==> src/rtl/dma_priority_arbiter.sv <==
// Priority/acknowledge block of a 4-channel 8237-style DMA controller.
// Arbitrates hardware and software requests, raises hrq and drives dack for the granted channel.
//
// state    | meaning
// ---------+-----------------------------------------------------------
// ST_IDLE  | no request pending, hrq low; winner latched when any eff bit is set
// ST_REQ   | hrq high, waiting for assertDACK; falls back if the request drops
// ST_SERVE | dack held for activeCh until deassertDACK ends the service
module dma_priority_arbiter #(
  parameter int NUM_CH = 4,
  parameter int CH_W   = 2
) (
  input  logic              clk,
  input  logic              resetN,
  input  logic [NUM_CH-1:0] dreq,
  input  logic              dreqActiveLow,
  input  logic              dackActiveHigh,
  input  logic              rotatingPriority,
  input  logic [NUM_CH-1:0] maskReg,
  input  logic [NUM_CH-1:0] swRequest,
  input  logic              assertDACK,
  input  logic              deassertDACK,
  output logic              hrq,
  output logic [NUM_CH-1:0] dack,
  output logic [CH_W-1:0]   activeCh,
  output logic              chActive,
  output logic [NUM_CH-1:0] swReqClr
);

  typedef enum logic [1:0] {
    ST_IDLE  = 2'd0,
    ST_REQ   = 2'd1,
    ST_SERVE = 2'd2
  } state_e;

  state_e              state_q, state_d;
  logic                hrq_q, hrq_d;
  logic [NUM_CH-1:0]   dack_int_q, dack_int_d;
  logic [CH_W-1:0]     active_ch_q, active_ch_d;
  logic                ch_active_q, ch_active_d;
  logic [NUM_CH-1:0]   sw_req_clr_q, sw_req_clr_d;
  logic [CH_W-1:0]     top_q, top_d;

  logic [NUM_CH-1:0]   eff;
  logic [CH_W-1:0]     winner;
  logic [CH_W-1:0]     scan_idx;
  logic                found;

  // Software requests bypass the mask.
  assign eff = ((dreq ^ {NUM_CH{dreqActiveLow}}) & ~maskReg) | swRequest;

  // Fixed mode scans from ch0; rotating mode scans from top_q with wrap-around.
  always_comb begin
    winner   = '0;
    scan_idx = '0;
    found    = 1'b0;
    for (int k = 0; k < NUM_CH; k++) begin
      scan_idx = rotatingPriority ? CH_W'((int'(top_q) + k) % NUM_CH) : CH_W'(k);
      if (!found && eff[scan_idx]) begin
        winner = scan_idx;
        found  = 1'b1;
      end
    end
  end

  always_ff @(posedge clk) begin
    if (!resetN) begin
      state_q      <= ST_IDLE;
      hrq_q        <= 1'b0;
      dack_int_q   <= '0;
      active_ch_q  <= '0;
      ch_active_q  <= 1'b0;
      sw_req_clr_q <= '0;
      top_q        <= '0;
    end else begin
      state_q      <= state_d;
      hrq_q        <= hrq_d;
      dack_int_q   <= dack_int_d;
      active_ch_q  <= active_ch_d;
      ch_active_q  <= ch_active_d;
      sw_req_clr_q <= sw_req_clr_d;
      top_q        <= top_d;
    end
  end

  always_comb begin
    state_d = state_q;
    case (state_q)
      ST_IDLE: begin
        if (|eff) state_d = ST_REQ;
      end
      ST_REQ: begin
        if (assertDACK)             state_d = ST_SERVE;
        else if (!eff[active_ch_q]) state_d = ST_IDLE;
      end
      ST_SERVE: begin
        if (deassertDACK) state_d = ST_IDLE;
      end
      default: state_d = ST_IDLE;
    endcase
  end

  always_comb begin
    hrq_d        = hrq_q;
    dack_int_d   = dack_int_q;
    active_ch_d  = active_ch_q;
    ch_active_d  = ch_active_q;
    sw_req_clr_d = '0;
    top_d        = top_q;
    case (state_q)
      ST_IDLE: begin
        if (|eff) begin
          active_ch_d = winner;
          hrq_d       = 1'b1;
        end
      end
      ST_REQ: begin
        if (assertDACK) begin
          dack_int_d              = '0;
          dack_int_d[active_ch_q] = 1'b1;
          ch_active_d             = 1'b1;
        end else if (!eff[active_ch_q]) begin
          hrq_d = 1'b0;
        end
      end
      ST_SERVE: begin
        if (deassertDACK) begin
          hrq_d                     = 1'b0;
          dack_int_d                = '0;
          ch_active_d               = 1'b0;
          sw_req_clr_d[active_ch_q] = swRequest[active_ch_q];
          // Served channel drops to lowest priority.
          if (rotatingPriority) top_d = CH_W'((int'(active_ch_q) + 1) % NUM_CH);
        end
      end
      default: begin
        hrq_d       = 1'b0;
        dack_int_d  = '0;
        ch_active_d = 1'b0;
      end
    endcase
  end

  assign hrq      = hrq_q;
  assign dack     = dackActiveHigh ? dack_int_q : ~dack_int_q;
  assign activeCh = active_ch_q;
  assign chActive = ch_active_q;
  assign swReqClr = sw_req_clr_q;

endmodule

==> config.mk <==
export PLATFORM = sky130hd
export DESIGN_NAME = dma_priority_arbiter
export DESIGN_NICKNAME = d
export VERILOG_FILES = /design/src/rtl/dma_priority_arbiter.sv
export SDC_FILE = /design/constraint.sdc
export NUM_CORES = 1
export LEC_CHECK = 0
export BUFFER_PORTS_ARGS = -buffer_cell sky130_fd_sc_hd__buf_2
export CAP_MARGIN = 0
export CORE_ASPECT_RATIO = 1.2
export CORE_MARGIN = 1.5
export CORE_UTILIZATION = 49
export DETAILED_ROUTE_END_ITERATION = 6
export GPL_TIMING_DRIVEN = 1
export PLACE_DENSITY = 0.75
export SLEW_MARGIN = 15
export SYNTH_ARGS = -nofsm -noshare
export SYNTH_HDL_FRONTEND = slang
export SYNTH_SLANG_ARGS = --single-unit
==> constraint.sdc <==
create_clock -name clk -period 2.05 [get_ports clk]
set_clock_uncertainty 0.2 [all_clocks]
set_input_delay 0.1025 -clock clk [delete_from_list [all_inputs] [get_ports clk]]
set_output_delay 0.1025 -clock clk [all_outputs]
set_load 0.01 [all_outputs]
==> results of run 1 <==
-- worst max-delay path, stage by stage, from the launching register on --
cell,delay (ns)
dfxtp_1,0.51
inv_1,0.15
mux4_2,0.48
nor4b_2,0.24
o21a_1,0.14
-- sequential cells by signal, indices dropped and copies added, names as in the netlist --
signal	cells
activeCh	2
state_q	2
chActive	1
top_q	2
swReqClr	4
dack_int_q	4
hrq	1
-- power by group through the flow --
| stage | Clock [mW] | Sequential, mW | Combinational (mW) |
|---|---|---|---|
| global placement | 0 | 0.357 | 0.180 |
| floorplan | 0 | 0.357 | 0.118 |
| CTS | 0.208 | 0.350 | 0.189 |
| detailed placement | 0 | 0.358 | 0.184 |
| global route | 0.231 | 0.355 | 0.207 |
| finish | 0.203 | 0.351 | 0.189 |
-- cell usage in the layout, fill, tap and decap left out, types with 4 or more instances in the layout --
| master | n |
|---|---|
| xnor2_1 | 6 |
| o21ai_0 | 6 |
| dfxtp_1 | 16 |
| nand2_1 | 4 |
| nor2b_1 | 7 |
| inv_1 | 6 |
| a22oi_1 | 4 |
| nor2_1 | 8 |
| and2_1 | 7 |
| buf_2 | 30 |
| ha_1 | 4 |
| a21oi_1 | 4 |
-- logic make-up (layout without fill, tap and decap cells) --
logic type / after synthesis / after routing / share of synthesized area [%]
fa+ha+maj: 4 / 4 / 5.03
buf+inv: 8 / 43 / 3.52
compound gates: 28 / 28 / 22.6
simple gates: 39 / 39 / 23.2
flops: 16 / 16 / 32.2
xor+xnor: 9 / 9 / 7.92
mux: 3 / 3 / 5.53
-- per-stage QoR --
stage / cells / setup WS, ns / util, % / instance area, µm²
2_1_floorplan: 107 / 0.425 / - / 996
3_3_place_gp: 154 / 0.262 / 61.8 / 1160
3_5_place_dp: 154 / 0.215 / 61.8 / 1160
4_1_cts: 161 / 0.318 / 65.4 / 1220
5_1_grt: 161 / 0.152 / 65.4 / 1220
6_report: 161 / 0.295 / 65.4 / 1220
-- how the worst min path moves through the flow --
| stage | endpoint | startpoint | slack, ns | cells after the start |
|---|---|---|---|---|
| after global routing | activeCh[0]$_SDFFE_PN0P_ | maskReg[1] | 0.04 | 4 |
| after CTS | activeCh[0]$_SDFFE_PN0P_ | maskReg[1] | 0.02 | 4 |
| after detailed placement | hrq$_SDFFE_PN0P_ | assertDACK | 0.21 | 3 |
| after global placement | hrq$_SDFFE_PN0P_ | assertDACK | 0.20 | 3 |
| after floorplan | dack_int_q[0]$_SDFFE_PN0P_ | resetN | 0.03 | 1 |
| final | activeCh[0]$_SDFFE_PN0P_ | maskReg[1] | 0.04 | 4 |
-- layout make-up --
class,instances,area share [%]
Tap cell,19,1.94
Sequential cell,16,26.2
Clock buffer,4,2.97
Timing Repair Buffer,33,14.7
Inverter,6,1.84
Multi-Input combinational cell,83,52.4
-- metal layers --
layer  vias up  track usage [%]
met1       392             23.0
met4         0             13.1
met2        46             38.5
li1        458                -
met5         -                0
met3         8             3.45
==> summary.txt, run 1 <==
Flow run
  • Max Cap Violations: 0

Yosys
  • Synth Instances: 107
  • Post-Syn Nets: 130
  • Area of the mapped netlist: 996 µm²
  • Top-count cell post-synth: dfxtp_1
  • Yosys warns: 0
  • Seq/Total Area, Yosys: 32.2%
  • Post-synth top cells: dfxtp_1 (16), nor2_1 (8), and2_1 (7), nor2b_1 (7)
  • Synthesized area per cell: 9.31 µm²
  • Post-synth top flop: dfxtp_1
  • Synth top area share: 32.2%
  • Synth Register Bits: 16
  • Top cells by area, synth: dfxtp_1 (32%), xnor2_1 (5.3%), ha_1 (5.0%), mux4_2 (4.5%), and2_1 (4.4%)
  • Post-synthesis async set-or-reset flop share: 0%
  • Synth area leader: dfxtp_1
  • Post-synth EDFFs: 0
  • Yosys cell types: 36

Worst setup path
  • Critical R2R Launch: activeCh[0]$_SDFFE_PN0P_
  • CP Launch Type: flip-flop
  • R2R setup slack: 0.29 ns
  • Worst-path fanout max: 7
  • Cells on worst reg2reg path: 4
  • Critical R2R Capture: state_q[0]$_SDFFE_PN0P_
  • Crit. Startpoint: activeCh[0]$_SDFFE_PN0P_
  • Critical path class: reg -> reg
  • Arr. time, crit path: 1.79 ns
  • Critical path endpoint: state_q[0]$_SDFFE_PN0P_
  • CP required: 2.08 ns
  • Worst Setup End Kind: flip-flop

Power
  • Net Switching: 0.216 mW
  • Leak: 0.541 nW
  • Design internal power: 0.527 mW
  • PwrDens: 607 nW/µm²
  • Combinational power share: 25.4%
  • Sw frac: 29.1%
  • Clock share of power: 27.3%
  • VDD IR-drop max: 0.000404 V
  • Sequential share of power: 47.3%
  • Pwr Total: 0.743 mW

STA
  • Hold Vio Cnt, Final: 0
  • Least-Margin Pin Slew: 0.421 ns
  • RSZ-0062 raised after global routing: no
  • Final setup viols: 0
  • TNS Setup: 0 ns
  • Final Max Slew Viols: 0
  • Worst Hold Margin: 0.0385 ns
  • FMAX: 0.570 GHz
  • Period utilization: 85.6%
  • Period minus WS final: 1.76 ns
  • Relative slew slack: 71.8%

Routing
  • First-pass detailed-route iteration total: 4
  • DR DRC count: 0
  • DRT iter0 DRCs: 10
  • Routed wl met2: 1080 µm
  • Drt wl/cell: 13.3 µm
  • Top sig layer: met4
  • DRT Wirelength: 2140 µm
  • Total number of vias: 904
  • Routed met3 length: 112 µm
  • Routed Antenna Nets: 0
  • M1 WL: 878 µm
  • Vias/cell: 5.61

Clock tree
  • Skew-Pair Late Insertion Delay: 0.28 ns
  • Post-CTS Setup Bufs: 0
  • CTS Buffer Depth: 2
  • Resized Gates After CTS: 0
  • Clock transition at the registers of the reported paths: 0.09 ns
  • CTS Buf Count: 3
  • H-tree levels: 1
  • Clock Sinks: 16
  • Hold buffer count at CTS: 3
  • CTS tree: done
  • CTS root buffer: clkbuf_4

Final layout
  • Footprint of the multi-input gates: 641 µm²
  • Share of cells above drive strength 1: 31.0%
  • # diodes: 0
  • Reg area: 320 µm²
  • Nets: 166
  • Layout area overhead: 22.9%
  • FILL cells: 170

GRT
  • Largest net degree at the start of global routing: 14
  • Initial antenna violation count: 0
  • First-pass GRT wire length: 3640 µm
  • GR Overflow Total: 0
  • Vias in the first global route: 865
  • GR Util All Layers: 21.5%

Die
  • I/O Pins: 31
  • CORE AREA: 1870 µm²
  • Die area: 2310 µm²
  • Die H: 52.4 µm
  • Starting density of the core: 53.2%
  • Die Width: 44.2 µm
  • Row cnt: 17

Placement
  • Port Buffers: 30
  • Gpl congestion: 0.817
  • Detailed Place HPWL: 1640 µm

Run status
  • Status: complete, no violations

Hold path
  • Worst hold path type: in -> reg
No activity file was read; power rests on OpenSTA's default activity.
==> run 2, diff against run 1 <==
MAX_ROUTING_LAYER = met4   (was unset)
==> summary.txt, run 2 (synthesis gave the netlist of run 1 again) <==
Hold path
  • Worst hold path type: in -> reg

Die
  • Die H: 52.4 µm (unchanged)
  • Starting density of the core: 53.2% (unchanged)
  • I/O Pins: 31 (unchanged)
  • CORE AREA: 1870 µm² (unchanged)
  • Die Width: 44.2 µm (unchanged)
  • Row cnt: 17 (unchanged)
  • Die area: 2310 µm² (unchanged)

Clock tree
  • Resized Gates After CTS: 0 (unchanged)
  • CTS Buf Count: 3 (unchanged)
  • CTS tree: done
  • CTS root buffer: clkbuf_4
  • H-tree levels: 1 (unchanged)
  • Hold buffer count at CTS: 3 (unchanged)
  • Skew-Pair Late Insertion Delay: 0.28 ns (about the same)
  • CTS Buffer Depth: 2 (unchanged)
  • Clock transition at the registers of the reported paths: 0.09 ns (about the same)
  • Clock Sinks: 16 (unchanged)
  • Post-CTS Setup Bufs: 0 (unchanged)

Worst setup path
  • Worst Setup End Kind: flip-flop
  • Arr. time, crit path: 1.79 ns (about the same)
  • Crit-path cells: inv_1, mux4_2, nor4b_2, o21a_1
  • Critical R2R Capture: state_q[0]$_SDFFE_PN0P_
  • Delay-heaviest family, CP: flip-flops
  • Crit. Startpoint: activeCh[0]$_SDFFE_PN0P_
  • Worst-path fanout max: 7 (unchanged)
  • Worst path slowest cell: dfxtp_1
  • CP Launch Type: flip-flop
  • Critical R2R Launch: activeCh[0]$_SDFFE_PN0P_
  • Cells on worst reg2reg path: 4 (unchanged)
  • Critical path class: reg -> reg
  • R2R setup slack: 0.29 ns (about the same)
  • Number of stages on the worst setup path: 4 (unchanged)
  • Buf/Inv on CP: 1 (unchanged)
  • Max incr delay on CP: 0.51 ns (about the same)
  • CP required: 2.09 ns (about the same)
  • Critical path endpoint: state_q[0]$_SDFFE_PN0P_

Routing
  • Total number of vias: 900 (-0.44%)
  • Top sig layer: met4
  • Routed met3 length: 98 µm (-13%)
  • M1 WL: 903 µm (+2.8%)
  • Routed Antenna Nets: 0 (unchanged)
  • DR DRC count: 0 (unchanged)
  • Routed wl met2: 1100 µm (+2.1%)
  • Drt wl/cell: 13.3 µm (+0.61%)
  • Vias/cell: 5.59 (-0.44%)
  • DRT Wirelength: 2150 µm (+0.61%)
  • First-pass detailed-route iteration total: 4 (unchanged)
  • DRT iter0 DRCs: 15 (+5)

GRT
  • Vias in the first global route: 862 (-0.35%)
  • First-pass GRT wire length: 3640 µm (unchanged)
  • GR Util All Layers: 22.2% (+0.70 points)
  • Largest net degree at the start of global routing: 14 (unchanged)
  • GR Overflow Total: 0 (unchanged)
  • Initial antenna violation count: 0 (unchanged)

STA
  • RSZ-0062 raised after global routing: no
  • Relative slew slack: 72.7% (+0.84 points)
  • TNS Setup: 0 ns (unchanged)
  • Hold Vio Cnt, Final: 0 (unchanged)
  • Final setup viols: 0 (unchanged)
  • Worst Hold Margin: 0.0394 ns (+0.000907 ns)
  • Least-Margin Pin Slew: 0.408 ns (-0.0125 ns)
  • Final Max Slew Viols: 0 (unchanged)
  • FMAX: 0.569 GHz (-0.20%)
  • Period minus WS final: 1.76 ns (+0.00358 ns)
  • Period utilization: 85.8% (+0.17 points)

Power
  • PwrDens: 610 nW/µm² (+0.39%)
  • Pwr Total: 0.746 mW (+0.39%)
  • Leak: 0.541 nW (unchanged)
  • VDD IR-drop max: 0.000409 V (+1.1%)

Placement
  • Inst Count DP: 154 (unchanged)
  • Cell Area, Placed: 1160 µm² (unchanged)
  • Detailed Place HPWL: 1640 µm (unchanged)
  • Port Buffers: 30 (unchanged)
  • Gpl congestion: 0.829 (+1.5%)

Flow run
  • Max Cap Violations: 0 (unchanged)

Final layout
  • Layout Cell Area excl Fill: 1220 µm² (unchanged)
  • Share of cells above drive strength 1: 31.0% (unchanged)
  • Commonest non-fill, non-tap cell in the layout: buf_2
  • Nets: 166 (unchanged)
  • FILL cells: 170 (unchanged)
  • Commonest cells after routing, fill and taps aside: buf_2 (30), dfxtp_1 (16), nor2_1 (8), and2_1 (7), nor2b_1 (7)
  • # diodes: 0 (unchanged)
  • Layout area overhead: 22.9% (unchanged)
  • Layout Cells excl Fill: 161 (unchanged)

Run status
  • Status: complete, no violations
[run 2: report_power, final]
group | internal, mW | switching [mW]
Combinational | 0.0917 | 0.0975
Clock | 0.108 | 0.0972
Sequential | 0.328 | 0.0240
[run 2: layout make-up]
class,count,area [µm²],area share [%]
sequential,16,320,26.2
tap,19,23.8,1.94
timing repair buffer,33,180,14.7
multi-input combinational,83,641,52.4
inverter,6,22.5,1.84
clock buffer,4,36.3,2.97
[run 2: metrics by stage]
| stage | util, % | setup slack [ns] |
|---|---|---|
| after floorplan | - | 0.425 |
| after global routing | 65.4 | 0.156 |
| after detailed placement | 61.8 | 0.215 |
| final | 65.4 | 0.291 |
| after CTS | 65.4 | 0.318 |
| after global placement | 61.8 | 0.262 |
[run 2: worst min-delay path, stage by stage]
cell and delay [ns]:
buf_2 0.12, o21bai_4 0.09, o21ai_0 0.10, a21oi_1 0.07
[run 2: routing by layer]
layer / vias up / global-route usage, %
met4: 0 / 13.1
met1: 403 / 22.8
li1: 458 / -
met2: 35 / 38.5
met3: 4 / 4.48
met5: - / -
[run 2: worst min path at each step]
stage	from	slack, ns	endpoint	cells past startpoint
floorplan	resetN	0.03	dack_int_q[0]$_SDFFE_PN0P_	1
global placement	assertDACK	0.20	hrq$_SDFFE_PN0P_	3
detailed placement	assertDACK	0.21	hrq$_SDFFE_PN0P_	3
CTS	maskReg[1]	0.02	activeCh[0]$_SDFFE_PN0P_	4
global route	maskReg[1]	0.04	activeCh[0]$_SDFFE_PN0P_	4
finish	maskReg[1]	0.04	activeCh[0]$_SDFFE_PN0P_	4
